$ cat src/rtl/kernel_conv3x3.sv
// Streaming 3x3 neighbourhood filter (Sobel / Gaussian / Laplacian / passthrough)
// over one raster-order WIDTH x HEIGHT frame per start, with ready/valid on both sides.
//
//   state | meaning
//   IDLE  | waiting for start, all handshakes low
//   FILL  | priming line buffers and window, no outputs yet (first W+1 shifts)
//   RUN   | every accepted pixel shifts the window and produces one output
//   FLUSH | all inputs taken; zero columns are pushed to drain the last W+1 outputs
//   DONE  | one-cycle frame_fim pulse, then back to IDLE
module kernel_conv3x3 #(
  parameter int WIDTH      = 160,
  parameter int HEIGHT     = 120,
  parameter int DATA_WIDTH = 8
) (
  input  logic                  clock,
  input  logic                  reset,
  input  logic                  start,
  input  logic [1:0]            modo,
  input  logic [DATA_WIDTH-1:0] pixel_in,
  input  logic                  pixel_in_valid,
  output logic                  ler_pixel,
  output logic [DATA_WIDTH-1:0] pixel_out,
  output logic                  pixel_pronto,
  input  logic                  saida_pronta,
  output logic                  ocupado,
  output logic                  frame_fim
);
  localparam int TOTAL  = WIDTH * HEIGHT;
  localparam int SHIFTS = TOTAL + WIDTH + 1;
  localparam int CW     = $clog2(SHIFTS + 1);
  localparam int PW     = $clog2(WIDTH);
  localparam int RW     = $clog2(HEIGHT);
  localparam int AW     = DATA_WIDTH + 6;

  localparam logic [CW-1:0] TOTAL_C    = CW'(TOTAL);
  localparam logic [CW-1:0] TOTAL_M1   = CW'(TOTAL - 1);
  localparam logic [CW-1:0] SHIFTS_C   = CW'(SHIFTS);
  localparam logic [CW-1:0] PROD_C     = CW'(WIDTH + 1);
  localparam logic [CW-1:0] FILL_LAST  = CW'(WIDTH);
  localparam logic [PW-1:0] COL_LAST   = PW'(WIDTH - 1);
  localparam logic [RW-1:0] ROW_LAST   = RW'(HEIGHT - 1);
  localparam logic signed [AW-1:0] MAX_S = AW'((1 << DATA_WIDTH) - 1);

  typedef enum logic [2:0] {IDLE, FILL, RUN, FLUSH, DONE} state_t;
  state_t state, state_nxt;

  logic [1:0]            mode_q;
  logic [CW-1:0]         in_cnt, sh_cnt, tx_cnt;
  logic [RW-1:0]         row;
  logic [PW-1:0]         col, ptr;
  logic [DATA_WIDTH-1:0] lb0 [WIDTH];
  logic [DATA_WIDTH-1:0] lb1 [WIDTH];
  // Only the two newest window columns are stored; the third is the incoming column.
  logic [DATA_WIDTH-1:0] win_a [3];
  logic [DATA_WIDTH-1:0] win_b [3];
  logic [DATA_WIDTH-1:0] col_new [3];

  logic producing, out_free, in_xfer, out_xfer, shift_en, load, border;
  logic [DATA_WIDTH-1:0] filt;

  assign col_new[0] = lb1[ptr];
  assign col_new[1] = lb0[ptr];
  assign col_new[2] = (state == FLUSH) ? '0 : pixel_in;

  assign producing = (sh_cnt >= PROD_C);
  assign out_free  = !pixel_pronto || saida_pronta;
  assign ler_pixel = ((state == FILL) || (state == RUN)) && (in_cnt < TOTAL_C) &&
                     (out_free || !producing);
  assign in_xfer   = ler_pixel && pixel_in_valid;
  assign out_xfer  = pixel_pronto && saida_pronta;
  assign shift_en  = (in_xfer || ((state == FLUSH) && (sh_cnt < SHIFTS_C))) &&
                     (!producing || out_free);
  assign load      = shift_en && producing;
  assign border    = (row == '0) || (row == ROW_LAST) || (col == '0) || (col == COL_LAST);
  assign ocupado   = (state != IDLE);
  assign frame_fim = (state == DONE);

  function automatic logic [DATA_WIDTH-1:0] sat(input logic signed [AW-1:0] v);
    if (v > MAX_S) return '1;
    return v[DATA_WIDTH-1:0];
  endfunction

  function automatic logic signed [AW-1:0] absv(input logic signed [AW-1:0] v);
    return v[AW-1] ? -v : v;
  endfunction

  // Filter evaluated on the window as it looks after the current shift.
  always_comb begin
    logic signed [AW-1:0] p [3][3];
    logic signed [AW-1:0] gx, gy, gs, lp;
    for (int r = 0; r < 3; r++) begin
      p[r][0] = {{(AW-DATA_WIDTH){1'b0}}, win_a[r]};
      p[r][1] = {{(AW-DATA_WIDTH){1'b0}}, win_b[r]};
      p[r][2] = {{(AW-DATA_WIDTH){1'b0}}, col_new[r]};
    end
    gx = (p[0][2] + (p[1][2] <<< 1) + p[2][2]) - (p[0][0] + (p[1][0] <<< 1) + p[2][0]);
    gy = (p[2][0] + (p[2][1] <<< 1) + p[2][2]) - (p[0][0] + (p[0][1] <<< 1) + p[0][2]);
    gs = p[0][0] + (p[0][1] <<< 1) + p[0][2] + (p[1][0] <<< 1) + (p[1][1] <<< 2) +
         (p[1][2] <<< 1) + p[2][0] + (p[2][1] <<< 1) + p[2][2];
    lp = (p[1][1] <<< 2) - p[0][1] - p[2][1] - p[1][0] - p[1][2];
    filt = '0;
    if (border) begin
      if (mode_q == 2'd3) filt = win_b[1];
    end else begin
      case (mode_q)
        2'd0:    filt = sat(absv(gx) + absv(gy));
        2'd1:    filt = sat(gs >>> 4);
        2'd2:    filt = sat(absv(lp));
        default: filt = win_b[1];
      endcase
    end
  end

  // State register.
  always_ff @(posedge clock or negedge reset) begin
    if (!reset) state <= IDLE;
    else        state <= state_nxt;
  end

  // Next-state logic.
  always_comb begin
    state_nxt = state;
    case (state)
      IDLE:    if (start) state_nxt = FILL;
      FILL:    if (shift_en && (sh_cnt == FILL_LAST)) state_nxt = RUN;
      RUN:     if (in_xfer && (in_cnt == TOTAL_M1)) state_nxt = FLUSH;
      FLUSH:   if (out_xfer && (tx_cnt == TOTAL_M1)) state_nxt = DONE;
      DONE:    state_nxt = IDLE;
      default: state_nxt = IDLE;
    endcase
  end

  // Counters, mode latch and the output register.
  always_ff @(posedge clock or negedge reset) begin
    if (!reset) begin
      mode_q       <= '0;
      in_cnt       <= '0;
      sh_cnt       <= '0;
      tx_cnt       <= '0;
      row          <= '0;
      col          <= '0;
      ptr          <= '0;
      pixel_out    <= '0;
      pixel_pronto <= 1'b0;
    end else begin
      if ((state == IDLE) && start) begin
        mode_q <= modo;
        in_cnt <= '0;
        sh_cnt <= '0;
        tx_cnt <= '0;
        row    <= '0;
        col    <= '0;
        ptr    <= '0;
      end else begin
        if (in_xfer)  in_cnt <= in_cnt + 1'b1;
        if (out_xfer) tx_cnt <= tx_cnt + 1'b1;
        if (shift_en) begin
          sh_cnt <= sh_cnt + 1'b1;
          ptr    <= (ptr == COL_LAST) ? '0 : ptr + 1'b1;
        end
        if (load) begin
          if (col == COL_LAST) begin
            col <= '0;
            row <= row + 1'b1;
          end else begin
            col <= col + 1'b1;
          end
        end
      end
      if (load) begin
        pixel_out    <= filt;
        pixel_pronto <= 1'b1;
      end else if (out_xfer) begin
        pixel_pronto <= 1'b0;
      end
    end
  end

  // Line buffers and window shift; contents need no reset.
  always_ff @(posedge clock) begin
    if (shift_en) begin
      lb1[ptr] <= lb0[ptr];
      lb0[ptr] <= col_new[2];
      for (int r = 0; r < 3; r++) begin
        win_a[r] <= win_b[r];
        win_b[r] <= col_new[r];
      end
    end
  end
endmodule

$ cat config.mk
export PLATFORM = sky130hd
export DESIGN_NAME = kernel_conv3x3
export DESIGN_NICKNAME = d
export VERILOG_FILES = /design/src/rtl/kernel_conv3x3.sv
export SDC_FILE = /design/constraint.sdc
export NUM_CORES = 2
export LEC_CHECK = 0
export ABC_AREA = 1
export BUFFER_PORTS_ARGS = -buffer_cell sky130_fd_sc_hd__buf_2
export CORE_MARGIN = 5
export CORE_UTILIZATION = 25
export CTS_CLUSTER_SIZE = 28
export DETAILED_ROUTE_END_ITERATION = 12
export GPL_TIMING_DRIVEN = 0
export PLACE_DENSITY_LB_ADDON = 0.1
export SYNTH_ARGS = -nofsm -noshare
export SYNTH_HDL_FRONTEND = slang
export SYNTH_SLANG_ARGS = --single-unit
$ cat constraint.sdc
create_clock -name clock -period 12.9 [get_ports clock]
set_input_delay 1.935 -clock clock [delete_from_list [all_inputs] [get_ports clock]]
set_output_delay 1.935 -clock clock [all_outputs]
set_load 0.05 [all_outputs]
# --- Word-level counts from Yosys, hierarchy flattened ---
# Memories as Yosys holds them, arrays and structs flattened.
# Cells that the tools add are included.
word_totals:
  regBits: 82
  latchBits: 0
  ram_bits: 2608
  rom_bits: 0
  inputBits: 15
  output_inout_bits: 12
  elab_cells: 146
  mem_count: 4
classes:
  addsub: 30
  multipliers: 0
  div_mod_pow: 0
  order_cmp: 6
  eq_ne: 17
  shift: 0
  n_mux: 46
  bitwise_logic: 0
  n_reduce_logical: 33
mem_list:
  columns: ["memory", "words", "width", "rd", "rd_ports_with_merged_regs", "write_ports", "line_no", "rtl"]
  rows:
  - ["lb0", 160, 8, 1, 0, 1, "51", "logic [DATA_WIDTH-1:0] lb0 [WIDTH];"]
  - ["lb1", 160, 8, 1, 0, 1, "52", "logic [DATA_WIDTH-1:0] lb1 [WIDTH];"]
  - ["win_a", 3, 8, 3, 0, 3, "54", "logic [DATA_WIDTH-1:0] win_a [3];"]
  - ["win_b", 3, 8, 3, 0, 3, "55", "logic [DATA_WIDTH-1:0] win_b [3];"]
ops:
  columns: ["op", "count"]
  rows:
  - ["8-bit 2-to-1 mux", 15]
  - ["15-bit 2-to-1 mux", 6]
  - ["15-bit by 1-bit adder with 15-bit output (second input constant)", 3]
  - ["10-bit by 8-bit adder with 11-bit output", 4]
  - ["14-bit 2-to-1 mux", 3]
  - ["8-bit by 9-bit adder with 10-bit output", 4]
  - ["15-bit == test (second input constant)", 2]
  - ["15-bit < comparator (second input constant)", 2]
  - ["14-bit by 9-bit adder with 14-bit output", 2]
  - ["14-bit by 9-bit greater-than comparator with 1-bit output (second input constant)", 2]
  - ["14-bit negator", 2]
  - ["8-bit case mux with 3 select lines", 1]
  - ["7-bit 2-to-1 mux", 3]
  - ["8-bit by 1-bit adder with 8-bit output (second input constant)", 2]
  - ["8-bit == test (second input constant)", 2]
  - ["15-bit by 8-bit == test with 1-bit output (second input constant)", 1]
  - ["15-bit by 8-bit greater-or-equal comparator with 1-bit output (second input constant)", 1]
  - ["13-bit by 9-bit adder with 14-bit output", 1]
  - ["14-bit by 10-bit adder with 14-bit output", 1]
  - ["14-bit adder", 1]
  - ["12-bit negator with 14-bit output", 1]
  - ["12-bit by 14-bit subtractor with 14-bit output", 1]
  - ["13-bit by 9-bit subtractor with 14-bit output", 1]
  - ["12-bit by 10-bit adder with 13-bit output", 1]
  - ["29 further kinds", 70]

# --- Logic depth before layout (Yosys ltp) ---
depth:
  word_depth: 15
  mapped_depth: 57
  mapped_depth_nobuf: 53

# --- Worst setup path after synthesis ---
# No wires, ideal clock.
synth_timing:
  path_type: "input port to flip-flop"
  from: "in pixel_in[3]"
  to: "reg pixel_out[7]"
  setup_time_ns: 0.077
  arrival_time_ns: 11.714
  required_ns: 12.823
  slack_ns: 1.108
  path_stages: 38
  path_buffers: 0
  cell_sequence: "inv_1 -> nor2_1 -> fa_1 -> fa_1 -> inv_1 -> fa_1 -> inv_1 -> ha_1 -> nand2_1 -> o21ai_0 -> a21oi_1 -> nor2_1 -> nor2_1 -> nor2_1 -> o21ai_0 -> nand2_1 -> a21oi_1 -> inv_1 -> (+2 left out) -> inv_1 -> ha_1 -> nand2_1 -> nand2_1 -> nand2_1 -> and3_1 -> o21ai_0 -> a21oi_1 -> o21ai_0 -> xor2_1 -> nor2_1 -> nand3_1 -> nand2_1 -> nand2_1 -> nand2_1 -> nand3_1 -> nand2_1 -> a21oi_1"
synth_lines:
  columns: ["element", "line_no", "rtl"]
  rows:
  - ["start, declared", "19", "input logic [DATA_WIDTH-1:0] pixel_in,"]
  - ["end signal, assigned", "171", "pixel_out <= filt;"]
  - ["end, declared", "22", "output logic [DATA_WIDTH-1:0] pixel_out,"]

==> results.yml <==
logic_synthesis:
  yosysSeqAreaShare_pct: 71.6
  synth_edf_count: 2608
  synth_area_leader_cell: "edfxtp_1"
  synth.distinct_cells: 69
  synth_common_cells: "edfxtp_1 (2,608), nor2_1 (1,543), o21ai_0 (1,306), nand2_1 (870), o22ai_1 (610)"
  synthFlopType: "edfxtp_1"
  async_flop_share_pct: 3.05
  syn_area_um2: 112000
  netlist.area_leader.share_pct: 69.8
  synth_most_common_cell: "edfxtp_1"
  synth_area_leaders: "edfxtp_1 (70%), o21ai_0 (5.8%), nor2_1 (5.2%)"
  yosys_warnings: 0
  syn_avg_cell_area_um2: 12.5
  synthCells: 8947
  ys_seq_elements: 2690
route:
  vias_per_cell: 5.59
  firstDrtPassIters: 8
  dr_total_vias: 88400
  first_iter_violations: 15200
  wirelength_um: 697000
  drtAntennaViolNets: 0
  wl_per_cell_um: 44.1
  drcViolationCount: 0
status:
  violations: "capacitance limit, slew limit"
  outcome: "complete, but fails checks"
layout:
  nets: 9773
  area_growth_pct: 22.1
  layout-drive-gt1-share_pct: 11.7
  fin_util_pct: 30.6
  design_area_um2: 137000
placement:
  post-dp-hpwl_um: 502000
  placed_area_um2: 127000
  io_buffer_count: 26
  gp_congestion: 0.984
sta:
  clock_skew_ns: 0.0992
  max_freq_ghz: 0.0782
  timing.hold.ws_ns: 0.454
  worstMarginPinSlew_ns: 1.61
  slew_viol_final: 86
  rsz0062_at_grt: "false"
  hold_viol_final: 0
  setup_viol: 0
  relSlewSlack_pct: -7.04
  period_minus_slack_ns: 12.79
  setup_tns_ns: 0
  fin_crit_sh_pct: 99.1
setup_path:
  critPathLaunchType: "flip-flop"
  crit_slowest_cell: "clkbuf_1"
  r2r_cells: 48
  cpPeakStageDelay_ns: 1.15
  path_max_fanout: 52
  arrival_ns: 13.62
  crit_path_end_kind: "flip-flop"
  path_delay_family: "buffers and inverters"
  r2r_start: "ptr[0]$_DFFE_PN0P_"
  crit_top_cell: "nand2_1"
  cp_num_buf_inv: 13
  regToRegEndpoint: "pixel_out[2]$_DFFE_PN0P_"
  critPathRequiredTime_ns: 13.73
  r2r_setup_slack_ns: 0.11
  timing_worst_setup_path_type: "reg2reg"
global_route:
  antenna_found_initial: 107
  grt_overflow: 0
  grt_pass1_vias: 79900
  grt_pass1_wl_um: 870000
  track_usage_pct: 28.9
  grt_max_degree: 115
die:
  die_h_um: 680
  die_width_um: 680
  die_area_um2: 463000
  rows: 246
  start_util_pct: 25.1
  core-area_um2: 448000
  ios: 27
flow_run:
  drv_cap: 9
clocking:
  cts_buffers: 312
  clk_path_buf_depth: 4
  clock-sinks: 2690
  cts_tree: "built"
  clkTransAtPathRegs_ns: 0.06
  root_buffer: "clkbuf_16"
  htree_num_levels: 5
  insertion_delay_ns: 1.01
worst_hold_path:
  hold-path-cell-count: 0
  holdPathEnd: "win_a[0][2]$_DFFE_PP_"
  hold_path.class: "reg2reg"
  worstHoldStart: "win_b[0][2]$_DFFE_PP_"
==> cells by family (layout without fill, tap and decap cells) <==
group	after synthesis	count (layout)	share of synthesized area (%)
multiplexers	1	1	0.0100
XOR/XNOR	80	80	0.624
adder cells (fa/ha/maj)	205	205	2.96
buffers and inverters	962	1813	3.49
AO/OA/AOI/OAI	2312	2312	11.8
AND/OR/NAND/NOR	2696	2701	9.53
other	1	61	0.00334
flip-flops	2690	2690	71.6
==> worst max-delay path by stage <==
| stage | start | to | slack, ns | depth (start not counted) |
|---|---|---|---|---|
| 2_1_floorplan | pixel_in[3] | pixel_out[7]$_DFFE_PN0P_ | 1.11 | 38 |
| 3_3_place_gp | pixel_in[3] | pixel_out[5]$_DFFE_PN0P_ | -8.08 | 39 |
| 3_5_place_dp | ptr[2]$_DFFE_PN0P_ | pixel_out[5]$_DFFE_PN0P_ | -0.28 | 51 |
| 4_1_cts | ptr[1]$_DFFE_PN0P_ | pixel_out[5]$_DFFE_PN0P_ | 0.10 | 45 |
| 5_1_grt | ptr[0]$_DFFE_PN0P_ | pixel_out[5]$_DFFE_PN0P_ | 0.009 | 48 |
| 6_report | ptr[0]$_DFFE_PN0P_ | pixel_out[2]$_DFFE_PN0P_ | 0.11 | 48 |
==> state kept, by name, indices dropped and copies added, names as in the netlist, 3 cells and up <==
register,count
col,8
in_cnt,15
lb0,1280
lb1,1280
pixel_out,8
ptr,8
row,7
sh_cnt,15
state,3
tx_cnt,15
win_a,24
win_b,24
==> worst register-to-register path: cells and delay by family (launching register included) <==
family	cells	cell delay [ns]
AOI/OAI and AO/OA	10	3.13
DFF	1	0.50
xor gates and xnor gates	2	0.33
buffers and inverters	13	3.92
adders and majority gates	5	2.29
and+or+nand+nor	18	2.53
==> stage by stage <==
stage	setup slack (ns)	cells
after floorplan	1.11	8949
after global placement	-8.08	14900
after detailed placement	-0.282	15200
after CTS	0.102	15700
after global routing	0.00941	15800
final	0.111	15800
==> metal layers <==
layer | up-vias | wire [um] | part of all wire [%] | global-route usage (%)
met5 | - | 460 | 0.066 | 0.458
met4 | 32 | 58000 | 8.3 | 19.3
met3 | 1761 | 80700 | 12 | 9.84
met2 | 6540 | 292000 | 42 | 42.2
met1 | 46100 | 265000 | 38 | 36.2
li1 | 34000 | - | - | -
==> what timing repair did <==
action / 4_1_cts / 5_1_grt
pin swaps: 0 / 4
setup buffers: 0 / 7
setup endpoints to repair: 8 / 8
cloned: 0 / 5
hold buffers: 0 / 0
gates resized for setup: 1 / 94
==> layout by cell type, fill, tap and decap left out, types with 82 or more instances in the layout <==
cell / instances
inv_1: 412
buf_2: 156
clkbuf_1: 386
a21oi_1: 137
nand3_1: 124
nor2_1: 1378
buf_12: 194
clkbuf_16: 328
ha_1: 104
edfxtp_1: 2608
nand2_1: 870
o22ai_1: 610
dfrtp_1: 82
o21ai_0: 1304
nor2_4: 167
fa_1: 101
==> area by class of cell <==
cell class              count  area (um^2)
diodes                     58          145
plain buffers             528         2390
clock buffers             408         8510
clock inverters           158         1310
fillers                 45200       311000
inverters                 427         1640
multi-input cells        5302        29500
flip-flops and latches   2690        80400
well taps                5952         7450
repair buffers            292         5770
Power is left out: the tool's default activity adds up to more than one toggle a clock period on the data nets, which glitch-free logic cannot reach.
